**src/rtl/i281_seq_pkg.sv**
```systemverilog
// Shared types and default sizes for the i281 run/step sequencer.
package i281_seq_pkg;

    localparam int PC_W  = 6;
    localparam int CNT_W = 16;

    // Encodings are fixed because they drive the board debug LEDs directly.
    typedef enum logic [1:0] {
        ST_IDLE     = 2'd0,
        ST_RUN      = 2'd1,
        ST_STEP     = 2'd2,
        ST_STOPPING = 2'd3
    } seq_state_e;

endpackage

```
**src/rtl/sat_counter.sv**
```systemverilog
// Saturating up-counter with synchronous clear; clear beats increment and the count holds at all-ones.
module sat_counter #(
    parameter int W = 16
) (
    input  logic         clock,
    input  logic         reset,
    input  logic         clr,
    input  logic         inc,
    output logic [W-1:0] count
);

    logic [W-1:0] count_q, count_d;

    // NOTE: every always_comb output gets a default first, so no path can infer a latch.
    always_comb begin
        count_d = count_q;
        if (clr)
            count_d = '0;
        else if (inc && (count_q != '1))
            count_d = count_q + W'(1);
    end

    // NOTE: sequential state uses non-blocking assignments only, so all flops update together.
    always_ff @(posedge clock) begin
        if (reset)
            count_q <= '0;
        else
            count_q <= count_d;
    end

    assign count = count_q;

endmodule

```
**src/rtl/exec_sequencer.sv**
```systemverilog
// Run/step sequencer driving the i281 control FSM clock-enable, with saturating perf counters.
// Define EXEC_SEQ_BREAKPOINT_EN to build the PC breakpoint compare; otherwise bp_hit is tied to 0.
module exec_sequencer #(
    parameter int PC_W  = i281_seq_pkg::PC_W,
    parameter int CNT_W = i281_seq_pkg::CNT_W
) (
    input  logic             clock,
    input  logic             reset,
    input  logic             run,
    input  logic             step,
    input  logic             halt_req,
    input  logic             instr_done,
    input  logic [PC_W-1:0]  pc_next,
    input  logic             bp_valid,
    input  logic [PC_W-1:0]  bp_addr,
    input  logic             clear_counts,
    output logic             cpu_en,
    output logic             busy,
    output logic             bp_hit,
    output logic [1:0]       seq_state,
    output logic [CNT_W-1:0] cycle_count,
    output logic [CNT_W-1:0] instr_count
);

    import i281_seq_pkg::*;

    seq_state_e state_q, state_d;
    logic       run_q;
    logic       run_rise, run_fall, done_ok;
    logic       bp_match, bp_set, bp_clr;

    assign run_rise = run & ~run_q;
    assign run_fall = ~run & run_q;
    assign done_ok  = instr_done & cpu_en;

    always_ff @(posedge clock) begin
        if (reset) begin
            state_q <= ST_IDLE;
            run_q   <= 1'b0;
        end else begin
            state_q <= state_d;
            run_q   <= run;
        end
    end

    always_comb begin
        state_d = state_q;
        bp_set  = 1'b0;
        bp_clr  = 1'b0;
        unique case (state_q)
            ST_IDLE: begin
                if (run_rise) begin
                    state_d = ST_RUN;
                    bp_clr  = 1'b1;
                end else if (step) begin
                    state_d = ST_STEP;
                    bp_clr  = 1'b1;
                end
            end
            ST_RUN: begin
                if (done_ok && bp_match) begin
                    state_d = ST_IDLE;
                    bp_set  = 1'b1;
                end else if (run_fall || halt_req) begin
                    // A stop request landing on a boundary needs no STOPPING detour.
                    state_d = done_ok ? ST_IDLE : ST_STOPPING;
                end
            end
            ST_STEP, ST_STOPPING: begin
                if (done_ok)
                    state_d = ST_IDLE;
                else if (run_rise)
                    state_d = ST_RUN;
            end
            default: state_d = ST_IDLE;
        endcase
    end

`ifdef EXEC_SEQ_BREAKPOINT_EN
    logic bp_hit_q;

    // Compared against the next PC, so resuming executes the instruction at bp_addr first.
    assign bp_match = bp_valid && (pc_next == bp_addr);

    always_ff @(posedge clock) begin
        if (reset)
            bp_hit_q <= 1'b0;
        else if (bp_set)
            bp_hit_q <= 1'b1;
        else if (bp_clr)
            bp_hit_q <= 1'b0;
    end

    assign bp_hit = bp_hit_q;
`else
    logic unused_bp;

    assign bp_match  = 1'b0;
    assign bp_hit    = 1'b0;
    assign unused_bp = ^{bp_valid, bp_addr, pc_next, bp_set, bp_clr};
`endif

    assign cpu_en    = (state_q != ST_IDLE);
    assign busy      = (state_q != ST_IDLE);
    assign seq_state = state_q;

    sat_counter #(.W(CNT_W)) u_cycle_cnt (
        .clock (clock),
        .reset (reset),
        .clr   (clear_counts),
        .inc   (cpu_en),
        .count (cycle_count)
    );

    sat_counter #(.W(CNT_W)) u_instr_cnt (
        .clock (clock),
        .reset (reset),
        .clr   (clear_counts),
        .inc   (done_ok),
        .count (instr_count)
    );

endmodule

```
**config.mk**
```make
export PLATFORM = sky130hd
export DESIGN_NAME = exec_sequencer
export DESIGN_NICKNAME = d
export VERILOG_FILES = /design/src/rtl/i281_seq_pkg.sv /design/src/rtl/sat_counter.sv /design/src/rtl/exec_sequencer.sv
export SDC_FILE = /design/constraint.sdc
export NUM_CORES = 1
export LEC_CHECK = 0
export CAP_MARGIN = 15
export CORE_MARGIN = 4
export CORE_UTILIZATION = 46
export DETAILED_ROUTE_END_ITERATION = 6
export GPL_TIMING_DRIVEN = 0
export PLACE_DENSITY = 0.84
export SYNTH_ARGS = -nofsm -noshare
export SYNTH_HDL_FRONTEND = slang
export SYNTH_SLANG_ARGS = --single-unit
export TNS_END_PERCENT = 20
```
**constraint.sdc**
```tcl
create_clock -name clock -period 2.3 [get_ports clock]
set_input_delay 0.46 -clock clock [delete_from_list [all_inputs] [get_ports clock]]
set_output_delay 0.46 -clock clock [all_outputs]
set_load 0.01 [all_outputs]
```
Word level (Yosys, flattened, before mapping)
Index checks and enable logic that the tools add are counted.
{ "totals": {"reg_bits": 35, "wordCells": 34} }
{ "classes": {"n_addsub": 2, "eq_ne": 8, "muxes": 7, "bitwise": 5, "n_reduce_logical": 8} }
{ "ops": {"columns": ["cell", "n"], "rows": [
  ["$add A16 B1 Y16 const B", 2],
  ["$ne A16 B16 Y1 const B", 2],
  ["$mux W2", 6],
  ["$ne A3 B3 Y1 const B", 2],
  ["$pmux W2 S3", 1],
  ["$eq A2 B2 Y1 const B", 2],
  ["$reduce_or A2 Y1", 2],
  ["$and A1 B1 Y1", 3],
  ["$reduce_and A3 Y1", 1],
  ["$eq A2 B1 Y1 const B", 1],
  ["$logic_and A1 B1 Y1", 2],
  ["$logic_not A2 Y1", 1],
  ["$ne A2 B2 Y1 const B", 1],
  ["$not A1 Y1", 2],
  ["$reduce_bool A2 Y1", 1],
  ["$logic_or A1 B1 Y1", 1]
]} }

Longest topological paths before layout
Gate-level depths: netlist of run 1.
{ "depth": {"ltp_word": 5, "mapped_depth": 6, "mapped_depth_nobuf": 5} }

Hierarchy
A second synthesis of run 1 with hierarchy kept.
{ "unflattened": {"cells_unflattened": 222, "hier_area_um2": 1995.7} }
{ "by_module_without_submodules": {"columns": ["module", "instances", "cells_each", "area_each_um2", "seq_area_each_um2"], "rows": [
  ["sat_counter", 2, 102, 917.1, 320.3],
  ["exec_sequencer", 1, 18, 161.4, 60.1]
]} }

Worst setup path before layout of run 1
No wires, ideal clock.
{ "synth_timing": {"path_type": "reg-to-reg", "startpoint": "reg u_instr_cnt.count_q[0] (netlist: u_instr_cnt.count[0])", "endpoint": "reg u_instr_cnt.count_q[14] (netlist: u_instr_cnt.count[14])", "setup_ps": 70, "arrival_time_ps": 1793, "setup_slack_ps": 436, "path_stages_with_launch": 6, "period_less_slack_ps": 1864, "cell_sequence": "dfxtp_1 -> ha_1 -> nand2_1 -> or4_1 -> or4_1 -> a21oi_1"} }
{ "synth_via": {"elab_chain_cells": 2, "elab_cells_between_ends": 3, "cone_classes": "add/sub: 1; eq/ne: 1; reduce/logical: 1"} }
{ "synth_rtl": {"columns": ["item", "line", "text"], "rows": [
  ["start, declared", "sat_counter.sv:12", "logic [W-1:0] count_q, count_d;"],
  ["start signal, assigned", "sat_counter.sv:28", "count_q <= count_d;"],
  ["branches (longest 2 deep; another with $add A16 B1 Y16)", null, null]
]} }
Several ways; the timed one is not identified.
A chain may end at the register's enable or synchronous reset.

Final worst setup path of run 1
{ "layout_timing": {"startpoint": "reg state_q[0] (netlist: seq_state[0])", "endpoint": "out cpu_en"} }
{ "layout_via": {"elab_chain_cells": 1} }
{ "layout_rtl": {"columns": ["item", "line", "text"], "rows": [
  ["start, declared", "exec_sequencer.sv:27", "seq_state_e state_q, state_d;"],
  ["start signal, assigned", "exec_sequencer.sv:41", "state_q <= state_d;"],
  ["$reduce_bool A2 Y1", "exec_sequencer.sv:103", "assign cpu_en = (state_q != ST_IDLE);"],
  ["end, declared", "exec_sequencer.sv:17", "output logic cpu_en,"]
]} }
Every way passes these cells.

==> impl_metrics.json, run 1 <==
{
  "gp_routability_congestion": 0.8731,
  "hold_path_end": "u_instr_cnt.count[5]",
  "post-route-min-period_ns": 2.182,
  "routed_length_on_met1_um": 2095,
  "antenna_cells_inserted": 0,
  "dr.max_layer_used": "met4",
  "final_cell_mix": "clkdlybuf4s50_1, dfxtp_1, a21oi_1",
  "crit_fanout": 10,
  "final-hold-violation-count": 0,
  "pre_antenna_drt_iters": 4,
  "fp-row-count": 22,
  "detailed_place.area_um2": 2282,
  "synth-edff-count": 0,
  "outcome": "completed",
  "detail_route.wl_per_cell_um": 14.71,
  "global_route_wire_length_before_repair_um": 7652,
  "fp.coreArea_um2": 3716,
  "syn_avg_cell_area_um2": 8.539,
  "die_x_um": 70.59,
  "rr_endpoint": "u_instr_cnt.count[1]",
  "dr_wl_met3_um": 227,
  "holdCritPathClass": "reg2reg",
  "cts_root_buf": "clkbuf_8",
  "total_clock_buffers_created_by_cts": 5,
  "p_per_area_nw_per_um2": 505.0,
  "drive_gt1_frac": 0.08846,
  "worst-slew-pin-transition_ns": 0.8472,
  "critical_path.reg2reg.startpoint": "u_instr_cnt.count[0]",
  "synth_cell_type_count": 45,
  "yosys_most_used_dff": "dfxtp_1",
  "post_synth_main_area_contributors": "dfxtp_1, a21oi_1, or4_1",
  "die-height_um": 70.59,
  "finalNetCount": 282,
  "drv_cap": 0,
  "synth.yosys.seq_area_share": 0.3889,
  "layout_commonest_cell": "clkdlybuf4s50_1",
  "grt_antenna_before_repair": 0,
  "layoutNonFillerInstCount": 308,
  "report.final.slew_viol_count": 0,
  "detailed_place_hpwl_um": 3260,
  "insertion_delay_ns": 0.29,
  "timing.setup.critical_path_class": "reg2out",
  "fmax_mhz": 458.3,
  "setup.reg_to_reg.worst_slack_ns": 0.28,
  "period_share": 0.9486,
  "post_route_wl_um": 4531,
  "drcViolationCount": 0,
  "worstSetupStartpointType": "flop",
  "p_leak_nw": 0.7416,
  "ys.warnings.count": 0,
  "max-clock-path-buffers": 2,
  "setup.worst_path.end_class": "output port",
  "synth_top_cell_by_area": "dfxtp_1",
  "timing.hold.worst_path_depth": 2,
  "synth_nets": 233,
  "cp_data_arrival_time_ns": 1.72,
  "ys_seq_elements": 35,
  "initial_drt_markers": 161,
  "boundaryPins": 57,
  "final_setup_violation_count": 0,
  "totalPowerFinal_mw": 1.202,
  "area.growth.synth_to_final_pct": 32.15,
  "dieArea_um2": 4982,
  "post-route-cell-area_um2": 2381,
  "routed_wl_met2_um": 2134,
  "slew_headroom": 0.4300,
  "cts_resized": 0,
  "worst_hold_startpoint": "u_instr_cnt.count[5]",
  "route.vias.total": 1837,
  "post_synth_inst_count": 211,
  "fin_tns_setup_ns": 0,
  "pin_count_of_the_biggest_net_entering_global_routing": 11,
  "final_core_util": 0.6407,
  "vias_per_cell": 5.964,
  "synth.top_cell.area_share": 0.3889,
  "ys_async_sr_fraction": 0,
  "post_cts.repair.setup_buffers": 0,
  "fin_worst_skew_ns": 0.002155,
  "hold_buffers_post_cts": 0,
  "gr-total-overflow": 0,
  "synth.cell_area_um2": 1802,
  "cts_tree": "done",
  "initial_utilization": 0.4848,
  "power.ir.vdd_worst_uv": 300.8,
  "timing.reg2reg.worst_path_depth": 5,
  "numPortBuffers": 42,
  "worst_setup_hold_path_clk_slew_ns": 0.07,
  "cp_data_required_time_ns": 1.84,
  "tritoncts_num_sinks": 35,
  "placedCellCount": 301,
  "cts_max_level": 2,
  "globalRouteTotalUtil": 0.1864,
  "rsz0062_at_grt": "false",
  "drt.antenna.violating_nets": 0,
  "grt_pass1_vias": 1736
}
layer usage:
metal  track usage  vias to the layer above
met4       0.08768                        0
met5             0                        -
met2        0.3015                       57
met1        0.2358                      853
met3       0.04261                        9
li1              -                      918
kinds of logic after synthesis:
logic type | synth area share
other cells | 0.002081
compound gates | 0.2229
flops | 0.3889
simple gates | 0.2896
mux | 0.01111
buf+inv | 0.04235
fa+ha+maj | 0.01389
xor+xnor | 0.02917
cells in the mapped netlist, types with 3 or more instances:
cell type / number
a21oi_1: 21
and4_1: 4
clkbuf_1: 3
dfxtp_1: 35
inv_1: 4
nand2_1: 11
nand3_1: 12
nand4_1: 10
nor2_1: 15
nor2b_1: 4
nor3_1: 6
nor4_1: 3
o21ai_0: 13
o31ai_1: 7
o41ai_1: 3
or2_2: 4
or3_1: 7
or4_1: 9
xnor2_1: 3
xor2_1: 3
state kept, by name (all words and copies together) (netlist names):
signal,cells
run_q,1
seq_state,2
u_instr_cnt.count,16
u_cycle_cnt.count,16
layout make-up:
cell class / instances / area (um^2)
multi-input cells: 163 / 1033
plain buffers: 9 / 63.81
clock inverters: 1 / 5.005
well taps: 48 / 60.06
clock buffers: 6 / 82.58
repair buffers: 42 / 420.4
fillers: 320 / 1335
inverters: 4 / 15.01
flip-flops and latches: 35 / 700.7
how the worst max path moves through the flow:
stage                         start               endpoint  slack, ns  cells past startpoint
2_1_floorplan  u_instr_cnt.count[0]  u_instr_cnt.count[14]       0.44                      5
3_3_place_gp             instr_done   u_instr_cnt.count[9]      -0.18                      6
3_5_place_dp             instr_done   u_instr_cnt.count[9]      -0.22                      6
4_1_cts                seq_state[0]                 cpu_en       0.03                      4
5_1_grt                seq_state[0]                 cpu_en       0.02                      4
6_report               seq_state[0]                 cpu_en       0.12                      4
critical path, cell delays in order, from the launching register on:
cell and delay, ns:
dfxtp_1 0.36, clkbuf_4 0.20, or2_4 0.28, buf_4 0.13
clkdlybuf4s50_1 0.46
per-stage QoR:
step	hold WS (ns)	setup slack, ns
final	0.5251	0.1182
after global routing	0.5697	0.01753
after CTS	0.5236	0.02979
after detailed placement	0.5154	-0.2177
after global placement	0.5018	-0.1757
after floorplan	0.5207	0.4363
where the power goes:
group / switching (mW) / internal (mW)
combinational: 0.0632 / 0.0673
clock: 0.216 / 0.235
sequential: 0.00784 / 0.614
(Power assumes the default switching activity.)
==> inputs of run 2 (changes only) <==
--- a/config.mk
+++ b/config.mk
@@ -11,6 +11,7 @@
 export DETAILED_ROUTE_END_ITERATION = 6
 export GPL_TIMING_DRIVEN = 0
 export PLACE_DENSITY = 0.84
+export SKIP_LAST_GASP = 1
 export SYNTH_ARGS = -nofsm -noshare
 export SYNTH_HDL_FRONTEND = slang
 export SYNTH_SLANG_ARGS = --single-unit
==> run 2 against run 1 <==
Net effect: maximum frequency decreased by 3.0%; flip-flop and latch count unchanged; sequential power about the same; sequential share of layout area increased by 0.077 points; utilization decreased by 0.17 points; first-iteration DRC count decreased by 12%; worst setup slack got worse by 0.067 ns; via count increased by 1.9%; non-clock buffer count unchanged; combinational power about the same; worst hold slack got worse by 0.0018 ns; critical path depth increased by 2; critical endpoint is now u_instr_cnt.count[9].
==> impl_metrics.json, run 2 (synthesized netlist as in run 1, its figures left out) <==
{
  "outcome": "completed",
  "filler_cell_count": 320,
  "worst_setup_hold_path_clk_slew_ns": 0.07,
  "slew_headroom": 0.2883,
  "period_share": 0.9778,
  "die_x_um": 70.59,
  "insertion_delay_ns": 0.29,
  "pre_antenna_drt_iters": 4,
  "post-route-min-period_ns": 2.249,
  "worst-slew-pin-transition_ns": 1.058,
  "numPortBuffers": 42,
  "worst_hold_startpoint": "u_cycle_cnt.count[11]",
  "area.growth.synth_to_final_pct": 31.81,
  "fp.coreArea_um2": 3716,
  "setup.reg_to_reg.worst_slack_ns": 0.21,
  "multi_input_area_um2": 1027,
  "gr-total-overflow": 0,
  "dieArea_um2": 4982,
  "critical_path.reg2reg.startpoint": "u_cycle_cnt.count[13]",
  "p_leak_nw": 0.7415,
  "post_route_wl_um": 4518,
  "fmax_mhz": 444.6,
  "route.vias.total": 1872,
  "cts_resized": 0,
  "hold_path_end": "u_cycle_cnt.count[11]",
  "setup.worst_path.end_class": "flop",
  "die-height_um": 70.59,
  "boundaryPins": 57,
  "post_cts.repair.setup_buffers": 0,
  "pin_count_of_the_biggest_net_entering_global_routing": 11,
  "finalNetCount": 282,
  "crit_fanout": 8,
  "fin_tns_setup_ns": 0,
  "cp_data_required_time_ns": 2.52,
  "rsz0062_at_grt": "true",
  "report.final.slew_viol_count": 0,
  "vias_per_cell": 6.078,
  "grt_pass1_vias": 1736,
  "initial_utilization": 0.4848,
  "drive_gt1_frac": 0.08462,
  "timing.setup.critical_path_class": "in2reg",
  "grt_antenna_before_repair": 0,
  "layout_commonest_cell": "clkdlybuf4s50_1",
  "fp-row-count": 22,
  "timing.hold.worst_path_depth": 1,
  "power.ir.vdd_worst_uv": 301.1,
  "initial_drt_markers": 142,
  "drt.antenna.violating_nets": 0,
  "detailed_place_hpwl_um": 3260,
  "finalHoldWorstSlack_ns": 0.5232,
  "globalRouteTotalUtil": 0.1864,
  "p_per_area_nw_per_um2": 506.2,
  "gp_routability_congestion": 0.8731,
  "holdCritPathClass": "reg2reg",
  "cts_tree": "done",
  "global_route_wire_length_before_repair_um": 7652,
  "final_setup_violation_count": 0,
  "final_core_util": 0.6391,
  "final-hold-violation-count": 0,
  "fin_worst_skew_ns": 0.002454,
  "antenna_cells_inserted": 0,
  "final_cell_mix": "clkdlybuf4s50_1, dfxtp_1, a21oi_1",
  "drv_cap": 0,
  "cp_data_arrival_time_ns": 2.47,
  "max-clock-path-buffers": 2,
  "cts_max_level": 2,
  "timing.reg2reg.worst_path_depth": 4,
  "tritoncts_num_sinks": 35,
  "worstSetupStartpointType": "primary input",
  "rr_endpoint": "u_cycle_cnt.count[13]",
  "ff_latch_area_um2": 700.7,
  "hold_buffers_post_cts": 0,
  "cts_root_buf": "clkbuf_8",
  "detail_route.wl_per_cell_um": 14.67,
  "total_clock_buffers_created_by_cts": 5,
  "drcViolationCount": 0
}
[run 2: cell counts in the layout (fill, tap and decap cells not counted)]
No cell type changed its count.
[run 2: through the flow]
stage               setup slack, ns  cell area [um^2]  instances  power [mW]
finish                      0.05098              2375        308       1.202
global route               -0.03786              2375        308       1.250
CTS                         0.02979              2370        308       1.213
detailed placement          -0.2177              2282        301      0.7615
global placement            -0.1757              2282        301      0.7599
floorplan                    0.4363              1802        211      0.7078
[run 2: worst max-delay path by stage]
stage          cells past startpoint                 start  slack (ns)                    end
6_report                           6            instr_done        0.05   u_instr_cnt.count[9]
5_1_grt                            6            instr_done       -0.04  u_instr_cnt.count[11]
4_1_cts                            4          seq_state[0]        0.03                 cpu_en
3_5_place_dp                       6            instr_done       -0.22   u_instr_cnt.count[9]
3_3_place_gp                       6            instr_done       -0.18   u_instr_cnt.count[9]
2_1_floorplan                      5  u_instr_cnt.count[0]        0.44  u_instr_cnt.count[14]
[run 2: final cells by class]
cell class              instances  share of cell area
clock buffers                   6             0.03477
multi-input cells             163              0.4326
plain buffers                   9             0.02687
inverters                       4            0.006322
flip-flops and latches         35              0.2950
clock inverters                 1            0.002107
repair buffers                 42              0.1770
well taps                      48             0.02529
[run 2: per-layer routing]
layer,up-vias,part of all wire,track usage
met4,0,0.020,0.08768
li1,915,-,-
met1,869,0.44,0.2358
met2,77,0.48,0.3015
met5,-,0,0
met3,11,0.068,0.04261
[run 2: critical path, stage by stage]
cell and delay, ns:
clkdlybuf4s50_1 0.57, o21ai_0 0.22, or3_1 0.39, clkbuf_2 0.17
or4_1 0.51, a21oi_1 0.15
[run 2: power breakdown]
group	internal, mW	switching [mW]
Sequential	0.614	0.00760
Clock	0.235	0.216
Combinational	0.0672	0.0633
==> inputs of run 3 (changes only) <==
--- a/config.mk
+++ b/config.mk
@@ -6,6 +6,7 @@
 export NUM_CORES = 1
 export LEC_CHECK = 0
 export CAP_MARGIN = 15
+export CORE_ASPECT_RATIO = 1.4
 export CORE_MARGIN = 4
 export CORE_UTILIZATION = 46
 export DETAILED_ROUTE_END_ITERATION = 6
==> run 3 against run 2 <==
Net effect: combinational power is essentially flat; routed wire length grew 3.8%; via count grew 1.2%; register-to-register slack lost 0.02 ns; design area grew 1.0%; sequential share of layout area shrank 0.29 points; flip-flop and latch count is the same.
==> impl_metrics.json, run 3 (synthesized netlist as in run 1, its figures left out) <==
{
  "worst-slew-pin-transition_ns": 0.9495,
  "tritoncts_num_sinks": 35,
  "power.ir.vdd_worst_uv": 511.7,
  "timing.critical_path.from": "seq_state[0]",
  "drv_cap": 0,
  "drt.antenna.violating_nets": 0,
  "grt_pass1_vias": 1751,
  "period_share": 0.9805,
  "fp.coreArea_um2": 3709,
  "final-hold-violation-count": 0,
  "timing.setup.critical_path_class": "reg2out",
  "final_setup_violation_count": 0,
  "outcome": "completed",
  "total_clock_buffers_created_by_cts": 5,
  "cp_data_required_time_ns": 1.84,
  "cts_root_buf": "clkbuf_8",
  "p_per_area_nw_per_um2": 553.5,
  "globalRouteTotalUtil": 0.2042,
  "detailed_place_hpwl_um": 3358,
  "placedCellCount": 295,
  "fp-row-count": 26,
  "pre_antenna_drt_iters": 4,
  "worstSetupStartpointType": "flop",
  "fin_tns_setup_ns": 0,
  "vias_per_cell": 6.251,
  "max-clock-path-buffers": 2,
  "pin_count_of_the_biggest_net_entering_global_routing": 12,
  "fmax_mhz": 443.5,
  "drive_gt1_frac": 0.09195,
  "numPortBuffers": 42,
  "worst_hold_startpoint": "u_instr_cnt.count[14]",
  "detail_route.wl_per_cell_um": 15.48,
  "post-route-cell-area_um2": 2399,
  "route.vias.total": 1894,
  "worst_slack_ns": 0.04496,
  "detailed_place.area_um2": 2275,
  "dpl_worst_slack_ns": -0.2268,
  "filler_cell_count": 341,
  "gp_routability_congestion": 0.8874,
  "cp_data_arrival_time_ns": 1.80,
  "slew_headroom": 0.3611,
  "cts_tree": "done",
  "setup.reg_to_reg.worst_slack_ns": 0.19,
  "post-route-min-period_ns": 2.255,
  "critPathBufInv": 3,
  "critPathSlowestCell": "clkdlybuf4s50_1",
  "antenna_cells_inserted": 0,
  "fin_worst_skew_ns": 0.01021,
  "boundaryPins": 57,
  "path_delay_family": "buffers and inverters",
  "rsz0062_at_grt": "true",
  "area.growth.synth_to_final_pct": 33.12,
  "initial_utilization": 0.4858,
  "p_leak_nw": 0.7560,
  "layout_commonest_cell": "clkdlybuf4s50_1",
  "grt_antenna_before_repair": 0,
  "timing.reg2reg.worst_path_depth": 5,
  "finalHoldWorstSlack_ns": 0.5252,
  "post_cts.repair.setup_buffers": 0,
  "timing.hold.worst_path_depth": 2,
  "setup.worst_path.end_class": "output port",
  "global_route_wire_length_before_repair_um": 7762,
  "post_route_wl_um": 4689,
  "die_x_um": 60.90,
  "hold_path_end": "u_instr_cnt.count[14]",
  "report.final.slew_viol_count": 0,
  "critical_path.reg2reg.startpoint": "u_instr_cnt.count[0]",
  "initial_drt_markers": 109,
  "insertion_delay_ns": 0.29,
  "worst_path_largest_cell_delay_ns": 0.47,
  "crit_chain": "buf_2, or2_2, buf_4, clkdlybuf4s50_1",
  "holdCritPathClass": "reg2reg",
  "worst_setup_hold_path_clk_slew_ns": 0.08,
  "drcViolationCount": 0,
  "die-height_um": 82.05,
  "rr_endpoint": "u_instr_cnt.count[3]",
  "layoutNonFillerInstCount": 303,
  "finalNetCount": 282,
  "cts_max_level": 2,
  "gr-total-overflow": 0,
  "final_cell_mix": "clkdlybuf4s50_1, dfxtp_1, a21oi_1",
  "dieArea_um2": 4996,
  "crit_fanout": 10
}
==> run 3: stage by stage <==
step           total power, mW    util
5_1_grt                  1.382  0.6468
6_report                 1.328  0.6468
2_1_floorplan           0.7078       -
3_5_place_dp            0.7623  0.6134
4_1_cts                  1.339  0.6451
3_3_place_gp            0.7602  0.6134
==> run 3: worst min-delay path, delay by kind of cell (launching register included) <==
kind / cells / cell delay, ns
compound gates: 2 / 0.14
flops: 1 / 0.35
==> run 3: cell type report <==
type / count / area, um^2 / area share
buffer: 9 / 61.31 / 0.02556
inverter: 4 / 15.01 / 0.006260
timing repair buffer: 42 / 420.4 / 0.1753
clock inverter: 2 / 35.03 / 0.01461
tap: 42 / 52.55 / 0.02191
multi-input combinational: 163 / 1031 / 0.4298
sequential: 35 / 700.7 / 0.2921
clock buffer: 6 / 82.58 / 0.03443
==> run 3: repair_timing <==
action                     CTS  global route
resized for setup            0             1
hold buffers                 0             0
hold endpoints to repair     0             0
setup endpoints to repair    0             8
==> run 3: metal layers <==
| layer | vias up | global-route usage | wire length, um |
|---|---|---|---|
| li1 | 916 | - | - |
| met2 | 80 | 0.3576 | 2419 |
| met4 | 0 | 0.08677 | 82 |
| met1 | 888 | 0.2328 | 1858 |
| met3 | 10 | 0.04403 | 329 |
| met5 | - | 0 | 0 |
==> run 3: worst max-delay path by stage <==
stage / to / cells past startpoint
global placement: u_instr_cnt.count[9] / 6
detailed placement: u_instr_cnt.count[11] / 6
floorplan: u_instr_cnt.count[14] / 5
finish: cpu_en / 4
CTS: cpu_en / 4
global route: u_instr_cnt.count[11] / 6
==> run 3: power breakdown <==
| part | internal [mW] | leakage [nW] | switching [mW] |
|---|---|---|---|
| logic | 0.0645 | 0.412 | 0.0639 |
| clock network | 0.351 | 0.0612 | 0.228 |
| registers | 0.613 | 0.283 | 0.00753 |
| total | 1.03 | 0.756 | 0.299 |
